File: src/rtl/mem_access_stage_if.sv
// -----------------------------------------------------------------------------
// mem_access_stage_if
//   Data-memory request/ready bus between the MEM stage (master) and the data
//   memory (slave).
//   req    master->slave  access request, held until ready
//   we     master->slave  write enable (1 = store, 0 = load)
//   addr   master->slave  word-aligned byte address
//   wdata  master->slave  lane-aligned store data
//   wstrb  master->slave  byte strobes for stores
//   ready  slave->master  access complete; rdata valid in the same cycle
//   rdata  slave->master  load word
// -----------------------------------------------------------------------------
interface mem_access_stage_if;
  logic        req;
  logic        we;
  logic [31:0] addr;
  logic [31:0] wdata;
  logic [3:0]  wstrb;
  logic        ready;
  logic [31:0] rdata;

  modport master (
    output req, we, addr, wdata, wstrb,
    input  ready, rdata
  );

  modport slave (
    input  req, we, addr, wdata, wstrb,
    output ready, rdata
  );
endinterface

File: src/rtl/mem_access_stage.sv
// -----------------------------------------------------------------------------
// mem_access_stage
//   RV32I memory-access stage. Issues loads/stores over the dmem bus, stalls
//   the pipeline until the access completes, aligns store lanes, extends load
//   data, and resolves branch/jump redirects.
//
//   Optional feature macro: MEM_MISALIGN_TRAP_EN
//     defined   : misaligned LH/LHU/SH/LW/SW issue no request and raise
//                 out_misalign (rd write suppressed, no stall).
//     undefined : out_misalign is 0; offending low address bits are ignored.
//
//   Ports
//     clk, rst            clock, synchronous active-high reset
//     in_*                EX/MEM pipeline register contents
//     dmem (master)       data-memory request/ready bus
//     stall               hold EX/MEM and all upstream stages
//     out_write_data      writeback value
//     out_reg_write       qualified rd write
//     out_write_reg       rd passthrough
//     out_pc_src          redirect fetch
//     out_target          redirect address
//     out_misalign        misaligned-access flag
// -----------------------------------------------------------------------------
module mem_access_stage (
  input  logic                       clk,
  input  logic                       rst,
  input  logic [31:0]                in_alu_result,
  input  logic                       in_zero,
  input  logic [2:0]                 in_funct3,
  input  logic [31:0]                in_mem_write_data,
  input  logic                       in_mem_write,
  input  logic                       in_mem_reg,
  input  logic                       in_reg_write,
  input  logic [4:0]                 in_write_reg,
  input  logic                       in_branch,
  input  logic                       in_jal,
  input  logic                       in_jalr,
  input  logic [31:0]                in_imm,
  input  logic [31:0]                in_PC,
  input  logic [31:0]                in_nextPC,
  mem_access_stage_if.master         dmem,
  output logic                       stall,
  output logic [31:0]                out_write_data,
  output logic                       out_reg_write,
  output logic [4:0]                 out_write_reg,
  output logic                       out_pc_src,
  output logic [31:0]                out_target,
  output logic                       out_misalign
);

  typedef enum logic [1:0] {
    ST_IDLE = 2'b00,
    ST_WAIT = 2'b01,
    ST_DONE = 2'b10
  } state_e;

  state_e      state_q, state_d;
  logic        req_q, req_d;
  logic        we_q, we_d;
  logic [31:0] addr_q, addr_d;
  logic [31:0] wdata_q, wdata_d;
  logic [3:0]  wstrb_q, wstrb_d;
  logic [31:0] load_q, load_d;

  logic        is_mem_s;
  logic        misalign_s;
  logic        stall_s;
  logic [31:0] store_wdata_s;
  logic [3:0]  store_wstrb_s;
  logic [7:0]  load_byte_s;
  logic [15:0] load_half_s;
  logic [31:0] load_ext_s;
  logic        taken_s;

  assign is_mem_s = in_mem_reg | in_mem_write;

`ifdef MEM_MISALIGN_TRAP_EN
  // Halfwords need a[0]=0, words need a[1:0]=0; byte accesses are always legal.
  assign misalign_s = is_mem_s &
                      ((((in_funct3 == 3'b001) | (in_mem_reg & (in_funct3 == 3'b101))) & in_alu_result[0]) |
                       ((in_funct3 == 3'b010) & (in_alu_result[1:0] != 2'b00)));
`else
  assign misalign_s = 1'b0;
`endif

  // Store lane alignment: replicate the datum across lanes, strobe the target bytes.
  always_comb begin
    store_wdata_s = in_mem_write_data;
    store_wstrb_s = 4'b1111;
    case (in_funct3)
      3'b000: begin
        store_wdata_s = {4{in_mem_write_data[7:0]}};
        store_wstrb_s = 4'b0001 << in_alu_result[1:0];
      end
      3'b001: begin
        store_wdata_s = {2{in_mem_write_data[15:0]}};
        store_wstrb_s = in_alu_result[1] ? 4'b1100 : 4'b0011;
      end
      3'b010: begin
        store_wdata_s = in_mem_write_data;
        store_wstrb_s = 4'b1111;
      end
      default: begin
        store_wdata_s = in_mem_write_data;
        store_wstrb_s = 4'b1111;
      end
    endcase
  end

  // Load extraction from the captured word; halfwords select on a[1] only.
  always_comb begin
    load_half_s = in_alu_result[1] ? load_q[31:16] : load_q[15:0];
    case (in_alu_result[1:0])
      2'b00:   load_byte_s = load_q[7:0];
      2'b01:   load_byte_s = load_q[15:8];
      2'b10:   load_byte_s = load_q[23:16];
      2'b11:   load_byte_s = load_q[31:24];
      default: load_byte_s = load_q[7:0];
    endcase
    case (in_funct3)
      3'b000:  load_ext_s = {{24{load_byte_s[7]}}, load_byte_s};
      3'b001:  load_ext_s = {{16{load_half_s[15]}}, load_half_s};
      3'b010:  load_ext_s = load_q;
      3'b100:  load_ext_s = {24'h000000, load_byte_s};
      3'b101:  load_ext_s = {16'h0000, load_half_s};
      default: load_ext_s = load_q;
    endcase
  end

  // Branch condition; 100/110 and 101/111 rely on the ALU's compare bit.
  always_comb begin
    case (in_funct3)
      3'b000:  taken_s = in_zero;
      3'b001:  taken_s = ~in_zero;
      3'b100:  taken_s = in_alu_result[0];
      3'b110:  taken_s = in_alu_result[0];
      3'b101:  taken_s = ~in_alu_result[0];
      3'b111:  taken_s = ~in_alu_result[0];
      default: taken_s = 1'b0;
    endcase
  end

  // Access FSM next-state and dmem register loading.
  always_comb begin
    state_d = state_q;
    req_d   = req_q;
    we_d    = we_q;
    addr_d  = addr_q;
    wdata_d = wdata_q;
    wstrb_d = wstrb_q;
    load_d  = load_q;
    stall_s = 1'b0;
    case (state_q)
      ST_IDLE: begin
        if (is_mem_s && !misalign_s) begin
          stall_s = 1'b1;
          req_d   = 1'b1;
          we_d    = in_mem_write;
          addr_d  = {in_alu_result[31:2], 2'b00};
          wdata_d = store_wdata_s;
          wstrb_d = in_mem_write ? store_wstrb_s : 4'b0000;
          state_d = ST_WAIT;
        end else begin
          stall_s = 1'b0;
          state_d = ST_IDLE;
        end
      end
      ST_WAIT: begin
        stall_s = 1'b1;
        if (dmem.ready) begin
          load_d  = dmem.rdata;
          req_d   = 1'b0;
          we_d    = 1'b0;
          state_d = ST_DONE;
        end else begin
          state_d = ST_WAIT;
        end
      end
      ST_DONE: begin
        // Instruction retires this cycle; a following access starts from IDLE.
        stall_s = 1'b0;
        state_d = ST_IDLE;
      end
      default: begin
        stall_s = 1'b0;
        req_d   = 1'b0;
        we_d    = 1'b0;
        state_d = ST_IDLE;
      end
    endcase
  end

  // State and dmem register update with synchronous reset.
  always_ff @(posedge clk) begin
    if (rst) begin
      state_q <= ST_IDLE;
      req_q   <= 1'b0;
      we_q    <= 1'b0;
      addr_q  <= 32'h0000_0000;
      wdata_q <= 32'h0000_0000;
      wstrb_q <= 4'b0000;
      load_q  <= 32'h0000_0000;
    end else begin
      state_q <= state_d;
      req_q   <= req_d;
      we_q    <= we_d;
      addr_q  <= addr_d;
      wdata_q <= wdata_d;
      wstrb_q <= wstrb_d;
      load_q  <= load_d;
    end
  end

  assign dmem.req   = req_q;
  assign dmem.we    = we_q;
  assign dmem.addr  = addr_q;
  assign dmem.wdata = wdata_q;
  assign dmem.wstrb = wstrb_q;

  assign stall          = stall_s;
  assign out_misalign   = misalign_s;
  assign out_write_reg  = in_write_reg;
  assign out_reg_write  = in_reg_write & ~stall_s & ~misalign_s;
  assign out_pc_src     = in_jal | in_jalr | (in_branch & taken_s);
  assign out_target     = in_jalr ? {in_alu_result[31:1], 1'b0} : (in_PC + in_imm);
  assign out_write_data = (in_jal | in_jalr) ? in_nextPC :
                          (in_mem_reg ? load_ext_s : in_alu_result);

endmodule

File: src/flat_wrapper.sv
// flat-port wrapper written by rule: the top's interface ports become plain ports
module mem_access_stage_flat 
  (clk, rst, in_alu_result, in_zero, in_funct3, in_mem_write_data, in_mem_write, in_mem_reg, in_reg_write, in_write_reg, in_branch, in_jal, in_jalr, in_imm, in_PC, in_nextPC, stall, out_write_data, out_reg_write, out_write_reg, out_pc_src, out_target, out_misalign, dmem_req, dmem_we, dmem_addr, dmem_wdata, dmem_wstrb, dmem_ready, dmem_rdata);
  mem_access_stage_if dmem_i ();
  input  logic clk;
  input  logic rst;
  input  logic [31:0] in_alu_result;
  input  logic in_zero;
  input  logic [2:0] in_funct3;
  input  logic [31:0] in_mem_write_data;
  input  logic in_mem_write;
  input  logic in_mem_reg;
  input  logic in_reg_write;
  input  logic [4:0] in_write_reg;
  input  logic in_branch;
  input  logic in_jal;
  input  logic in_jalr;
  input  logic [31:0] in_imm;
  input  logic [31:0] in_PC;
  input  logic [31:0] in_nextPC;
  output logic stall;
  output logic [31:0] out_write_data;
  output logic out_reg_write;
  output logic [4:0] out_write_reg;
  output logic out_pc_src;
  output logic [31:0] out_target;
  output logic out_misalign;
  output wire logic [$bits(dmem_i.req)-1:0] dmem_req;
  output wire logic [$bits(dmem_i.we)-1:0] dmem_we;
  output wire logic [$bits(dmem_i.addr)-1:0] dmem_addr;
  output wire logic [$bits(dmem_i.wdata)-1:0] dmem_wdata;
  output wire logic [$bits(dmem_i.wstrb)-1:0] dmem_wstrb;
  input wire logic [$bits(dmem_i.ready)-1:0] dmem_ready;
  input wire logic [$bits(dmem_i.rdata)-1:0] dmem_rdata;
  assign dmem_req = dmem_i.req;
  assign dmem_we = dmem_i.we;
  assign dmem_addr = dmem_i.addr;
  assign dmem_wdata = dmem_i.wdata;
  assign dmem_wstrb = dmem_i.wstrb;
  assign dmem_i.ready = dmem_ready;
  assign dmem_i.rdata = dmem_rdata;
  mem_access_stage u_core (.clk(clk), .rst(rst), .in_alu_result(in_alu_result), .in_zero(in_zero), .in_funct3(in_funct3), .in_mem_write_data(in_mem_write_data), .in_mem_write(in_mem_write), .in_mem_reg(in_mem_reg), .in_reg_write(in_reg_write), .in_write_reg(in_write_reg), .in_branch(in_branch), .in_jal(in_jal), .in_jalr(in_jalr), .in_imm(in_imm), .in_PC(in_PC), .in_nextPC(in_nextPC), .dmem(dmem_i), .stall(stall), .out_write_data(out_write_data), .out_reg_write(out_reg_write), .out_write_reg(out_write_reg), .out_pc_src(out_pc_src), .out_target(out_target), .out_misalign(out_misalign));
endmodule
File: config.mk
export PLATFORM = sky130hd
export DESIGN_NAME = mem_access_stage_flat
export DESIGN_NICKNAME = d
export VERILOG_FILES = /design/src/rtl/mem_access_stage_if.sv /design/src/rtl/mem_access_stage.sv /design/src/flat_wrapper.sv
export SDC_FILE = /design/constraint.sdc
export NUM_CORES = 1
export LEC_CHECK = 0
export BUFFER_PORTS_ARGS = -buffer_cell sky130_fd_sc_hd__clkbuf_2
export CORE_MARGIN = 10
export CORE_UTILIZATION = 51
export CTS_CLUSTER_SIZE = 40
export DETAILED_ROUTE_END_ITERATION = 8
export GPL_ROUTABILITY_DRIVEN = 0
export HOLD_SLACK_MARGIN = 0.05
export PLACE_DENSITY = 0.95
export SLEW_MARGIN = 20
export SYNTH_ARGS = -nofsm -noshare
export SYNTH_HDL_FRONTEND = slang
export SYNTH_SLANG_ARGS = --single-unit
export TNS_END_PERCENT = 50
File: constraint.sdc
create_clock -name clk -period 7.35 [get_ports clk]
set_clock_uncertainty 0.15 [all_clocks]
set_input_delay 0.735 -clock clk [delete_from_list [all_inputs] [get_ports clk]]
set_output_delay 0.735 -clock clk [all_outputs]
set_load 0.02 [all_outputs]
After elaboration in Yosys (flattened, before gate mapping). Index checks and enable logic that the tools add are counted.

Register bits: 102. Input bits: 210. Output and inout port bits: 143. Logic and storage cells: 59.

Add/sub/neg operators: 1. Equal/unequal tests: 12. Shift-type cells: 1. Mux-type cells: 21. Bitwise logic cells: 9. Reductions and logical operators: 8.

Operators with widths (number): one-hot mux 32 bit (4 select lines) (1); 2-to-1 mux 32 bit (3); one-hot mux 32 bit (2 select lines) (1); adder 32 bit (1); one-hot mux 8 bit (4 select lines) (1); 2-to-1 mux 16 bit (1); == test 3 bit, second input constant (4); 2-to-1 mux 4 bit (2); one-hot mux 4 bit (2 select lines) (1); == test 2 bit, second input constant (3); one-hot mux 1 bit (3 select lines) (2); 2-to-1 mux 1 bit (5); == test 2 x 1 -> 1 bit, second input constant (2); zero test 2 bit (2); NOT 1 bit (4); one-hot mux 1 bit (4 select lines) (1); one-hot mux 2 bit (2 select lines) (1); AND reduction 2 bit (2); OR reduction 2 bit (2); << shifter 1 x 2 -> 4 bit, first input constant (1); == test 3 x 1 -> 1 bit, second input constant (1); zero test 3 bit (1); OR 1 bit (3); AND reduction 3 bit (1); other kinds (5) (6).

Logic depth before layout (Yosys ltp).
Depth after elaboration: 5. Gate-level depth with buffers: 9. Mapped depth without buffers: 9.

Least setup slack after synthesis. OpenSTA, ideal clock, no wires.

Kind: input to output. Start: input port in_imm[14]. End: output port out_target[31]. Arrival: 3069 ps. Data required time: 6465 ps. Setup slack: 3396 ps. Stages: 7. Path buffers: 0. Cells stage by stage: ha_1 and2_2 a221oi_1 o221ai_1 a21o_1 o2111a_1 o311ai_0.

Cells in the longest elaborated chain, start to end: 2.

Ends and longest elaborated chain: start, declared (RTL line flat_wrapper.sv:18) `input logic [31:0] in_imm;`; adder 32 bit (RTL line mem_access_stage.sv:225) `assign out_target = in_jalr ? {in_alu_result[31:1], 1'b0} : (in_PC + in_imm);`; 2-to-1 mux 32 bit (RTL line mem_access_stage.sv:225); end, declared (RTL line flat_wrapper.sv:26) `output logic [31:0] out_target;`.

No other way between the ends.

Worst setup path after layout.
Start: input port in_funct3[1]. End: output port out_write_data[9].

Cells in the longest elaborated chain, start to end: 4. Elaborated cells on any way between the ends: 7. Classes of those cells: 3 x eq/ne; 3 x mux; 1 x reduce/logical.

Ends and longest elaborated chain: start, declared (RTL line flat_wrapper.sv:9) `input logic [2:0] in_funct3;`; == test 3 bit, or another cell as far along (RTL line mem_access_stage.sv:120) `case (in_funct3)`; one-hot mux 32 bit (4 select lines) (*) (RTL line mem_access_stage.sv:120); 2-to-1 mux 32 bit (*) (RTL line mem_access_stage.sv:227) `(in_mem_reg ? load_ext_s : in_alu_result);`; 2-to-1 mux 32 bit (*) (RTL line mem_access_stage.sv:226) `assign out_write_data = (in_jal | in_jalr) ? in_nextPC :`; end, declared (RTL line flat_wrapper.sv:22) `output logic [31:0] out_write_data;`.

Every way passes the cells marked *; elsewhere a longest branch is shown, timed or not.

==> key figures <==
Status
  – Status: completed

Yosys
  – Synthesized cell area: 7080 µm²
  – Share of the synthesized area in the top cell type: 28.8%
  – Cell variety after synth: 68
  – Post-synth EDFFs: 0
  – Top_reg_cell synth: dfxtp_1
  – Yosys reg bits: 102
  – Top post-synthesis cells by area: dfxtp_1, nand2_1, a21oi_1
  – Register area share after synthesis: 28.8%
  – Ys Warns: 0
  – Async SR Flop Fraction: 0%
  – Largest area contributor in the netlist: dfxtp_1
  – Average size of a mapped cell: 7.01 µm²
  – Mapped Cells: between 1000 and 1500

Setup path
  – RR Startpoint: u_core.state_q[1]
  – Crit path kind: primary input to output pin
  – Critical path origin: in_funct3[1]
  – CP required: 6.46 ns
  – CP arrival: ~3.5 ns
  – Reg2Reg Depth: 5
  – Crit Path Max Fanout: 47
  – Critical path endpoint category: output pin
  – Setup crit start kind: primary input

Min path
  – Min-delay worst type: flop to flop
  – Hold Startpoint: u_core.dmem.addr[13]
  – Hold Path Depth: 2

Layout
  – Most frequent cells in the layout: clkbuf_2, nand2_1, a21oi_1
  – Layout cell share with drive strength beyond 1: between 20% and 30%
  – Area grow syn2layout: 27.7%
  – Final instance area: ~9000 µm²
  – Commonest non-fill, non-tap cell in the layout: clkbuf_2
  – Nets: 1533
  – Fin cells: ~1500
  – Final core utilization: between 60% and 70%
  – # diodes: 0

Clocking
  – Hold-fix buffers, CTS: 0
  – CTS clk-pin slew, worst paths: 0.08 ns
  – Clk_lat worst skew: 0.34 ns
  – Clk Tree Root Cell: clkbuf_16
  – Max Buffers Root-to-Sink: 2
  – Total setup buffers inserted after CTS: 0
  – Resize count post-CTS: 0
  – Htree depth: 3
  – TritonCTS clock tree: yes
  – CTS Buf Count: 9
  – CTS Sinks: 102

Drt
  – Final routed DRC violation total: 0
  – Drt initial violations: 989
  – Drt pass-1 iters: 9
  – DR vias/cell: 6.03
  – Via count: between 8000 and 9000
  – Drt wl/cell: about 21 µm
  – Post-route ant nets: 0
  – Final WL: 30.3 mm

Placement
  – I/O Buffers: 339
  – Dpl hpwl: 23.8 mm
  – DP Area: 8740 µm²
  – Post-placement cell count: between 1000 and 1500
  – Place WS: 3.06 ns

Global route
  – Initial antenna violation count: 0
  – Total grt overflow: 0
  – First-pass GRT wire length: 45.0 mm
  – Vias in the first global route: 8322
  – Largest net degree at the start of global routing: 103
  – Total GRT Usage: 29.9%

Timing
  – Max Slew Vio Count: 0
  – Slew @ Worst Pin: 1.12 ns
  – Final hold slack: slightly above 0.3 ns
  – Max Fclk: 228 MHz
  – Final hold vios: 0
  – Final worst slack: between 2 and 3 ns
  – Max transition margin: 25.5%
  – Final worst path period need: 4.38 ns
  – Fin Setup TNS: 0 ns
  – Final worst-path cycle share: around 60%
  – Final setup vio count: 0
  – RSZ-0062 raised after global routing: false

Flow run
  – Max-cap viol count: 0

Power and ir drop
  – Internal power: roughly 1.1 mW
  – Total power draw: 1.74 mW
  – P_sw: 0.677 mW
  – Leakage Power: 4.24 nW
  – Comb pwr share: around 36%
  – Sequential group share of total power: between 30% and 40%
  – Clock power frac: approximately 28%
  – Sw Ratio: 38.9%
  – Maximum VDD drop: 0.116 mV
  – Pwr/cell area: 193 nW/µm²

Floorplan
  – FP Rows: 42
  – Initial Utilization: 52.8%
  – I/O Pins: 353
  – Die Wd: 138 µm
  – Die Area: 19000 µm²
  – Chip height: 138 µm
  – Core area: 13400 µm²
==> path summary, 6_finish.rpt <==
check | slack, ns | end
worst max register to register | 4.73 | u_core.dmem.wdata[19]
worst min register to register | 0.31 | u_core.dmem.addr[13]
worst max-delay path | 2.97 | out_write_data[9]
worst min-delay path | 0.31 | u_core.dmem.addr[13]
==> flip-flops by register name, indices dropped and copies added (netlist names) <==
register,flops
u_core.dmem.addr,30
u_core.dmem.wdata,32
u_core.dmem.req,1
u_core.state_q,2
u_core.dmem.wstrb,4
u_core.dmem.we,1
u_core.load_q,32
==> power groups by stage <==
stage | clock (mW) | sequential [mW] | combinational, mW
final | 0.489 | 0.624 | 0.628
after global routing | 0.515 | 0.628 | 0.677
after CTS | 0.493 | 0.623 | 0.620
after detailed placement | 0 | 0.635 | 0.617
after global placement | 0 | 0.633 | 0.603
after floorplan | 0 | 0.672 | 0.353
==> synth_stat cells (6+ instances only) <==
library cell	number
nand2_1	258
a21oi_1	143
dfxtp_1	102
nor2_1	81
o21ai_0	67
clkbuf_1	61
ha_1	31
mux2i_1	23
o31ai_1	18
inv_1	14
a311oi_1	12
xor2_1	12
a211oi_1	11
a31oi_1	11
o221ai_1	11
xnor2_1	11
nand3_1	10
o211ai_1	10
a21o_1	9
nand2b_1	9
buf_4	8
nor3_1	8
a221oi_1	6
o21bai_1	6
==> cell type report <==
type,count,area (µm²)
sequential,102,2040
clock inverter,6,62.6
clock buffer,10,239
timing repair buffer,345,1740
fill,1090,4360
inverter,15,56.3
multi-input combinational,818,4670
tap,176,220
==> kinds of logic (layout without fill, tap and decap cells) <==
group                      after synthesis  after routing  share of synthesized area (%)
and+or+nand+nor                        393            393                           23.0
AOI/OAI and AO/OA                      338            338                           29.5
other                                    1              3                         0.0530
buffers and inverters                   91            376                           5.57
muxes                                   29             29                           4.37
xor gates and xnor gates                23             23                           2.85
adders and majority gates               32             32                           5.76
DFF                                    102            102                           28.8
==> worst max-delay path, cell delays in order <==
cell and delay (ns):
clkbuf_2 0.52, nor3_2 1.00, and2_1 0.43, a21oi_1 0.07
o21ai_0 0.19, mux2i_1 0.12, o21ai_0 0.20, clkbuf_2 0.20
==> metal layers <==
layer  share of wire, %  global-route usage, %  up-vias
met4                3.5                   11.4        0
met1                 34                   34.2     3988
met5                  0                      0        -
met3                 14                   10.2      100
li1                   -                      -     4124
met2                 48                   50.2      662
No activity file was read; power rests on OpenSTA's default activity.
